--- config.mk ---
export PLATFORM = sky130hd
export DESIGN_NAME = sd_card_cmd_responder
export DESIGN_NICKNAME = d
export VERILOG_FILES = /design/src/rtl/sd_card_cmd_responder.sv
export SDC_FILE = /design/constraint.sdc
export NUM_CORES = 1
export LEC_CHECK = 0
export ABC_AREA = 1
export ABC_CLOCK_PERIOD_IN_PS = 2100
export CAP_MARGIN = 20
export CORE_MARGIN = 2
export CORE_UTILIZATION = 35
export CTS_BUF_LIST = sky130_fd_sc_hd__clkbuf_4 sky130_fd_sc_hd__clkbuf_8
export DETAILED_ROUTE_END_ITERATION = 8
export PLACE_DENSITY = 0.55
export REMOVE_ABC_BUFFERS = 1
export SETUP_SLACK_MARGIN = 0.15
export SYNTH_ARGS = -nofsm -noshare
export SYNTH_HDL_FRONTEND = slang
export SYNTH_SLANG_ARGS = --single-unit
--- constraint.sdc ---
create_clock -name i_sd_clk -period 2.1 [get_ports i_sd_clk]
set_input_delay 0.315 -clock i_sd_clk [delete_from_list [all_inputs] [get_ports i_sd_clk]]
set_output_delay 0.315 -clock i_sd_clk [all_outputs]
set_load 0.005 [all_outputs]
--- src/rtl/sd_card_cmd_responder.sv ---
// Card-side SD CMD line responder.
// Receives 48-bit host command frames, checks framing (and optionally CRC7),
// presents index/argument to card logic, then sends the 48-bit card response
// with CRC7 after an NCR gap.
// Optional feature macro: CMD_CRC_CHECK_EN (enables the received CRC7 check
// and crc_err; response CRC7 generation is always present).
module sd_card_cmd_responder #(
    parameter int unsigned NCR_CYCLES  = 2,
    parameter int unsigned RSP_TIMEOUT = 64
) (
    input  logic        i_sd_clk,
    input  logic        i_rst_l,
    input  logic        i_cmd_in,
    output logic        o_cmd_out,
    output logic        o_cmd_oe,
    output logic        o_cmd_valid,
    output logic [5:0]  o_cmd_index,
    output logic [31:0] o_cmd_arg,
    output logic        o_rsp_ready,
    input  logic        i_rsp_valid,
    input  logic        i_rsp_none,
    input  logic [5:0]  i_rsp_index,
    input  logic [31:0] i_rsp_arg,
    output logic        o_busy,
    output logic        o_crc_err,
    output logic        o_frame_err
);

    typedef enum logic [2:0] {
        StIdle,
        StRx,
        StCheck,
        StWaitRsp,
        StNcr,
        StTx
    } state_t;

    localparam logic [6:0]  NcrLast  = 7'(NCR_CYCLES);
    localparam logic [31:0] WaitLast = 32'(RSP_TIMEOUT - 32'd1);

    // One serial step of CRC7, x^7 + x^3 + 1.
    function automatic logic [6:0] crc7_step(input logic [6:0] crc, input logic b);
        logic fb;
        fb = b ^ crc[6];
        return {crc[5:3], crc[2] ^ fb, crc[1:0], fb};
    endfunction

    function automatic logic [6:0] crc7_of40(input logic [39:0] d);
        logic [6:0] c;
        c = 7'd0;
        for (int i = 39; i >= 0; i--) begin
            c = crc7_step(c, d[i]);
        end
        return c;
    endfunction

    state_t      r_state;
    logic [47:0] r_rx_sr;
    logic [47:0] r_tx_sr;
    logic [5:0]  r_bit_cnt;
    logic [6:0]  r_ncr_cnt;
    logic [31:0] r_wait_cnt;
    logic        r_cmd_out;
    logic        r_cmd_oe;
    logic        r_cmd_valid;
    logic [5:0]  r_cmd_index;
    logic [31:0] r_cmd_arg;
    logic        r_rsp_ready;
    logic        r_busy;
    logic        r_frame_err;
`ifdef CMD_CRC_CHECK_EN
    logic [6:0]  r_crc;
    logic        r_crc_err;
`else
    logic        w_unused_crc;
`endif

    logic [39:0] w_rsp_payload;
    logic [47:0] w_rsp_frame;

    // Response frame assembled from the card-logic fields at handshake time.
    always_comb begin
        w_rsp_payload = {2'b00, i_rsp_index, i_rsp_arg};
        w_rsp_frame   = {w_rsp_payload, crc7_of40(w_rsp_payload), 1'b1};
    end

    // Main FSM: receive, check, wait for card logic, NCR gap, transmit.
    always_ff @(posedge i_sd_clk or negedge i_rst_l) begin
        if (!i_rst_l) begin
            r_state     <= StIdle;
            r_rx_sr     <= 48'd0;
            r_tx_sr     <= 48'd0;
            r_bit_cnt   <= 6'd0;
            r_ncr_cnt   <= 7'd0;
            r_wait_cnt  <= 32'd0;
            r_cmd_out   <= 1'b1;
            r_cmd_oe    <= 1'b0;
            r_cmd_valid <= 1'b0;
            r_cmd_index <= 6'd0;
            r_cmd_arg   <= 32'd0;
            r_rsp_ready <= 1'b0;
            r_busy      <= 1'b0;
            r_frame_err <= 1'b0;
`ifdef CMD_CRC_CHECK_EN
            r_crc       <= 7'd0;
            r_crc_err   <= 1'b0;
`endif
        end else begin
            r_cmd_valid <= 1'b0;
            r_frame_err <= 1'b0;
`ifdef CMD_CRC_CHECK_EN
            r_crc_err   <= 1'b0;
`endif
            unique case (r_state)
                StIdle: begin
                    if (!i_cmd_in) begin
                        // Start bit captured; a zero bit leaves the CRC at its zero init.
                        r_state   <= StRx;
                        r_bit_cnt <= 6'd1;
                        r_rx_sr   <= 48'd0;
                        r_busy    <= 1'b1;
`ifdef CMD_CRC_CHECK_EN
                        r_crc     <= 7'd0;
`endif
                    end
                end
                StRx: begin
                    r_rx_sr <= {r_rx_sr[46:0], i_cmd_in};
`ifdef CMD_CRC_CHECK_EN
                    if (r_bit_cnt < 6'd40) begin
                        r_crc <= crc7_step(r_crc, i_cmd_in);
                    end
`endif
                    if (r_bit_cnt == 6'd47) begin
                        r_state <= StCheck;
                    end else begin
                        r_bit_cnt <= r_bit_cnt + 6'd1;
                    end
                end
                StCheck: begin
                    if (!r_rx_sr[46] || !r_rx_sr[0]) begin
                        r_frame_err <= 1'b1;
                        r_busy      <= 1'b0;
                        r_state     <= StIdle;
                    end
`ifdef CMD_CRC_CHECK_EN
                    else if (r_rx_sr[7:1] != r_crc) begin
                        r_crc_err <= 1'b1;
                        r_busy    <= 1'b0;
                        r_state   <= StIdle;
                    end
`endif
                    else begin
                        r_cmd_index <= r_rx_sr[45:40];
                        r_cmd_arg   <= r_rx_sr[39:8];
                        r_cmd_valid <= 1'b1;
                        r_rsp_ready <= 1'b1;
                        r_wait_cnt  <= 32'd0;
                        r_state     <= StWaitRsp;
                    end
                end
                StWaitRsp: begin
                    if (i_rsp_none) begin
                        r_rsp_ready <= 1'b0;
                        r_busy      <= 1'b0;
                        r_state     <= StIdle;
                    end else if (i_rsp_valid) begin
                        r_tx_sr     <= w_rsp_frame;
                        r_ncr_cnt   <= 7'd0;
                        r_rsp_ready <= 1'b0;
                        r_state     <= StNcr;
                    end else if ((RSP_TIMEOUT != 0) && (r_wait_cnt == WaitLast)) begin
                        r_rsp_ready <= 1'b0;
                        r_busy      <= 1'b0;
                        r_state     <= StIdle;
                    end else if (RSP_TIMEOUT != 0) begin
                        r_wait_cnt <= r_wait_cnt + 32'd1;
                    end
                end
                StNcr: begin
                    // Handshake cycle plus NCR_CYCLES released cycles before the start bit.
                    if (r_ncr_cnt == NcrLast) begin
                        r_cmd_oe  <= 1'b1;
                        r_cmd_out <= r_tx_sr[47];
                        r_tx_sr   <= {r_tx_sr[46:0], 1'b1};
                        r_bit_cnt <= 6'd0;
                        r_state   <= StTx;
                    end else begin
                        r_ncr_cnt <= r_ncr_cnt + 7'd1;
                    end
                end
                StTx: begin
                    if (r_bit_cnt == 6'd47) begin
                        r_cmd_oe  <= 1'b0;
                        r_cmd_out <= 1'b1;
                        r_busy    <= 1'b0;
                        r_state   <= StIdle;
                    end else begin
                        r_cmd_out <= r_tx_sr[47];
                        r_tx_sr   <= {r_tx_sr[46:0], 1'b1};
                        r_bit_cnt <= r_bit_cnt + 6'd1;
                    end
                end
                default: begin
                    r_state <= StIdle;
                end
            endcase
        end
    end

`ifdef CMD_CRC_CHECK_EN
    assign o_crc_err = r_crc_err;
`else
    // Received CRC field is deliberately ignored in this build.
    assign w_unused_crc = ^r_rx_sr[7:1];
    assign o_crc_err    = 1'b0;
`endif

    assign o_cmd_out   = r_cmd_out;
    assign o_cmd_oe    = r_cmd_oe;
    assign o_cmd_valid = r_cmd_valid;
    assign o_cmd_index = r_cmd_index;
    assign o_cmd_arg   = r_cmd_arg;
    assign o_rsp_ready = r_rsp_ready;
    assign o_busy      = r_busy;
    assign o_frame_err = r_frame_err;

endmodule

# == Word level (Yosys, flattened, before mapping) ==
# Cells that the tools add are included.
# op_classes
add_sub_neg,3
eq_ne,24
n_mux,49
bitwise,70
reduce_logical,23
# op_table
op,n
$mux W48,4
$pmux W48 S3,1
$mux W32,4
$pmux W47 S2,1
$xor A1 B1 Y1,69
$pmux W32 S2,1
$mux W47,1
$add A32 B1 Y32 const B,1
$eq A32 B6 Y1 const B,1
$ne A2 B2 Y1 const B,13
$mux W3,7
$mux W7,3
$mux W6,3
$pmux W3 S6,1
$pmux W6 S3,1
$mux W1,16
$reduce_and A5 Y1,3
$pmux W7 S2,1
$reduce_and A4 Y1,2
$reduce_bool A2 Y1,4
$add A7 B1 Y7 const B,1
$eq A7 B2 Y1 const B,1
$add A6 B1 Y6 const B,1
$eq A3 B2 Y1 const B,2
18 further kinds,27
# totals
regBits,187
inputBits,43
output_inout_bits,45
word_cells,183

# == Longest topological paths before layout ==
# depth
word_depth,21
mapped_depth,26
depth_no_buf,26

# == Worst setup path before layout ==
# No wires, ideal clock.
# synth_path
path_kind,register -> register
from,register r_wait_cnt[0]
to,register r_wait_cnt[19]
arrival_time_ns,2.058
t_required_ns,1.965
slack_ns,-0.093
stages_incl_launch_ff,15
n_path_buf,1
cell_sequence,dfrtp_1 ha_1 nand2_1 nor2_4 nand4_1 nor3_2 nand4_1 nand3_2 nor2_2 inv_2 nand2_2 nor2_4 nor2_4 clkbuf_1 o31ai_1
# synth_via
elab_chain_cells,5
elab_cells_between_ends,8
classes_between,1 x add/sub; 2 x eq/ne; 4 x mux; 1 x reduce/logical
# synth_lines
element,line,rtl
"start, declared",62,logic [31:0] r_wait_cnt;
"start signal, assigned",177,r_wait_cnt <= r_wait_cnt + 32'd1;
$add A32 B1 Y32,177,
$mux W32,172,end else if ((RSP_TIMEOUT != 0) && (r_wait_cnt == WaitLast)) begin
$mux W32,167,end else if (i_rsp_valid) begin
$mux W32,163,if (i_rsp_none) begin
$pmux W32 S2,114,unique case (r_state)
# Parallel ways exist; a longest one is shown, timed or not. The select of a mux whose other input is x is not followed.
# A chain may end at the register's enable or synchronous reset.

==> results.md <==
Place:
- The final weighted congestion in routability-driven placement is 0.882.
- Summed over all nets, the half-perimeter wirelength after detailed placement is 17400 µm.
- The setup slack at placement is -0.894 ns.
- Once placement completed, the tool counted placed cells totaling 1788.
- The count of buffers from port buffering is 86.

Final layout:
- The number of diodes is 0.
- The net count reported at finish is 1547.
- The layout-stage area growth over the synthesis result is 46.2%.
- For this run, the number of standard cells in the final layout without fillers is between 1.5k and 2k.
- In the final layout, the share of cells above drive strength 1 is 33.3%.

Power:
- The leakage component of the power is ~7.0 nW.
- The power density over the cells is slightly below 800 nW/µm².
- The worst-case IR drop observed on VDD is 0.000496 V.

Floorplanning:
- The die is ~170 µm wide.
- The placeable core area is roughly 28000 µm².
- For this configuration, the core starts out at a cell density of 35.3%.
- The die covers 29200 µm².
- The top-level I/O count is between 80 and 90.
- The number of placement rows is 61.
- From bottom edge to top edge, the die measures around 170 µm.

CTS:
- The total clock sinks is 187.
- The number of buffers created by CTS is 17.
- The clock tree synthesis step divided the H-tree into 4 levels.
- The clock tree root buffer cell is clkbuf_8.
- The clock slew at the register clock pins of the worst setup and hold paths is 0.12 ns.
- The maximum buffer depth of the clock tree is 2.
- TritonCTS built the clock tree.
- The insertion delay of the later-clocked pin in the worst-skew pair is 0.49 ns.

Critical path:
- At the worst endpoint, the required time is 2.46 ns.
- The endpoint identified for the worst register-to-register timing path is o_cmd_arg[26]$_DFFE_PN0P_.
- The number of buffers and inverters on the critical path is 4.
- STA classifies the critical path endpoint as a register.
- The critical path crosses 16 cells after its start point.
- Data on the critical path arrives at its endpoint at 2.55 ns.
- The cell type of the slowest stage on the worst timing path is dfrtp_1.
- The number of cells traversed by the worst register-to-register path is 16.
- Setup slack on the worst reg-to-reg path comes out at -0.09 ns.
- The kind of launch point of the worst setup path is a register.
- The destination of the critical timing path is o_cmd_arg[26]$_DFFE_PN0P_.
- The startpoint of the most critical register-to-register path is r_wait_cnt[0]$_DFFE_PN0P_.
- In this design, the stage delay of the slowest critical-path cell is 0.41 ns.
- The critical path in this run is classified as register to register.
- The critical path goes through ha_4, nand2_4, nor2_4, nand4_1, nor3_2, nand4_1, nand3_2, nor2_2, inv_2, nand2_2, nor2_4, buf_6, inv_8, clkbuf_16, nand2_1, o21ai_1.
- Broken down by cell family, the worst path's largest delay share belongs to simple AND/OR/NAND/NOR gates.
- Tracing the worst setup path back leads to its startpoint at r_wait_cnt[0]$_DFFE_PN0P_.
- In this run the worst path has a maximum fanout of 12.

Global route:
- The maximum number of pins on one net before global-route repair is 82.
- The number of antenna violations at the first check in global routing is 0.
- The wire length of the first global-routing pass is approximately 40000 µm.
- For this run, the total global-route usage over all layers was measured as 17.0%.
- The total overflow reported by the global router is 0.
- The via count of the first global-routing pass is 8293.

STA:
- Headroom to the max-slew limit came out at 59.7%.
- The final setup skew is 0.0290 ns.
- The count of endpoints failing hold in the final timing report came to 0.
- The maximum operating frequency is 456 MHz.
- The number of pins with negative max-slew slack in the final report is 0.
- The final critical path takes up 104% of the cycle.
- The pin slew with the least headroom to its limit is 0.605 ns.
- For the finished layout, the period the worst path requires is 2.19 ns.
- Setup violations remaining at the end of the flow were counted as 70.
- Setup repair after global routing could not meet its margin everywhere.
- Setup slack on the critical path of the routed design comes to -0.0933 ns.

Synthesis:
- Dividing the synthesized area by the synthesized cell count gives 7.75 µm².
- The most used flip-flop cell after synthesis is dfrtp_1.
- The proportion of synthesized flip-flops having asynchronous set or reset is 100%.
- Synthesis produced a netlist whose cell count is 1255.
- The sequential cell area fraction in the yosys report is between 40% and 50%.
- Summing every instance area after synthesis gives 9730 µm².
- The number of enable flip-flop cells after synthesis is 0.
- The count of synthesis-stage warnings from yosys is 0.
- The number of different library cells in the post-synthesis netlist is 36.
- The synthesized design contains 187 register bits.

Routing:
- The total detailed-routing wirelength is 27300 µm.
- In the final routed layout, each cell accounts on average for 14.4 µm.
- The remaining antenna violation count is 0.
- The pre-antenna-repair detailed-routing pass consisted of 5 iterations.
- The number of remaining DRC errors is 0.
- The final route contains approximately 9.1k vias.
- The starting DRC count in detailed routing is around 450.
- The via density per instance is 4.83.

Run:
- The total of max-cap violations is 0.

Worst hold path:
- The min-delay analysis places its worst path in the category input port to register.

Outcome:
- The flow ran to the end, but the final reports show violations.
- The checks that failed: setup timing.
[report_power, final]
group	switching, W	internal, W	total, W
Clock	0.00174	0.00102	0.00276
Combinational	0.00235	0.00181	0.00416
Sequential	0.000217	0.00407	0.00429
[worst reg2reg max path, delay by kind of cell, from the launching register on]
| family | cells | cell delay, ns |
|---|---|---|
| simple gates | 10 | 0.99 |
| buf+inv | 4 | 0.46 |
| flops | 1 | 0.41 |
| fa+ha+maj | 1 | 0.17 |
| compound gates | 1 | 0.06 |
[cell usage after synthesis, types with 3 or more instances]
cell      number  share of area (%)
nor3_2         5               0.51
xnor2_1        6               0.54
o211ai_1      39                3.0
nor2_1        51                2.0
o21ai_0      104                5.3
inv_1        205                7.9
nor3_1        30                1.5
nand3_1       61                3.1
nand3b_1       6               0.46
buf_2         10               0.51
o31ai_1       17                1.3
nand4_1       21                1.4
nand3_2        3               0.31
nor2_4         4               0.46
o21ai_1        3               0.15
clkbuf_1      31                1.2
inv_2          6               0.23
nand2_2       18                1.2
o22ai_1       50                3.2
dfrtp_1      186                 48
nor3b_1        3               0.23
nand2_1      331                 13
ha_1           4               0.51
xor2_1        18                1.6
a21oi_1       17               0.87
nor4_1        13               0.84
[how the worst min path moves through the flow]
stage	end	cells after the start	from
2_1_floorplan	o_busy$_DFFE_PN0P_	0	i_rst_l
3_3_place_gp	o_cmd_arg[16]$_DFFE_PN0P_	1	i_rst_l
3_5_place_dp	o_cmd_arg[16]$_DFFE_PN0P_	1	i_rst_l
4_1_cts	o_cmd_arg[16]$_DFFE_PN0P_	2	i_rst_l
5_1_grt	r_tx_sr[33]$_DFFE_PN0P_	3	i_rsp_arg[25]
6_report	r_tx_sr[33]$_DFFE_PN0P_	3	i_rsp_arg[25]
[per-layer routing]
metal	routed length (µm)	vias to the layer above	track usage [%]	part of all wire, %
met5	0	-	0	0
met4	341	0	3.79	1.2
met3	818	24	2.89	3.0
met2	13300	156	28.2	49
met1	12800	4358	23.3	47
li1	-	4593	-	-
[kinds of logic (layout without fill, tap and decap cells)]
logic type                 count (synthesis)  after routing  synth area share (%)
adders and majority gates                  4              4                 0.514
buffers and inverters                    257            515                  10.1
xor gates and xnor gates                  24             24                  2.16
DFF                                      187            187                  48.1
AOI/OAI and AO/OA                        232            232                  14.1
other                                      1              1                0.0385
and+or+nand+nor                          550            550                  25.0
[registers in the layout, summed over array words and instances, names as in the netlist]
register	cells
o_cmd_index	6
r_rx_sr	47
r_wait_cnt	32
o_rsp_ready	1
o_busy	1
o_cmd_oe	1
o_frame_err	1
r_state	3
r_tx_sr	48
o_cmd_valid	1
r_bit_cnt	6
o_cmd_out	1
o_cmd_arg	32
r_ncr_cnt	7
[timing repair]
item	in CTS	in global routing
gates cloned	0	18
setup buffers	30	22
gates resized for setup	135	371
hold buffers	1	0
hold endpoints to repair	42	0
setup endpoints to repair	121	133
pin swaps	37	114
[per-stage QoR]
step	instance area, µm²	total power [W]	util, %	hold slack, ns	setup TNS (ns)
2_1_floorplan	9550	0.00601	-	0.0194	-232.68
3_3_place_gp	11800	0.00686	43.0	0.286	-11.32
3_5_place_dp	11800	0.00691	43.0	0.297	-12.08
4_1_cts	12800	0.00994	46.5	0.305	-7.85
5_1_grt	14200	0.0119	51.6	0.169	-12.92
6_report	14200	0.0112	51.6	0.180	-3.46
[layout by cell type (no fill, tap or decap), types with 26 or more instances in the layout]
cell type        instances
nand2_1                221
dfrtp_1                184
inv_1                  170
buf_4                  139
nand2_2                 87
o21ai_1                 75
clkdlybuf4s50_1         64
o22ai_1                 49
nand2_4                 41
nor2_1                  39
o211ai_1                39
inv_2                   36
nand3_1                 28
nor3_1                  26
[layout make-up]
type	instances	area, µm²
repair inverters	1	11.3
multi-input cells	811	5090
well taps	378	473
flip-flops and latches	187	4680
fillers	2555	13300
inverters	214	841
repair buffers	268	2660
clock buffers	17	234
clock inverters	15	234
(Power assumes the default switching activity.)
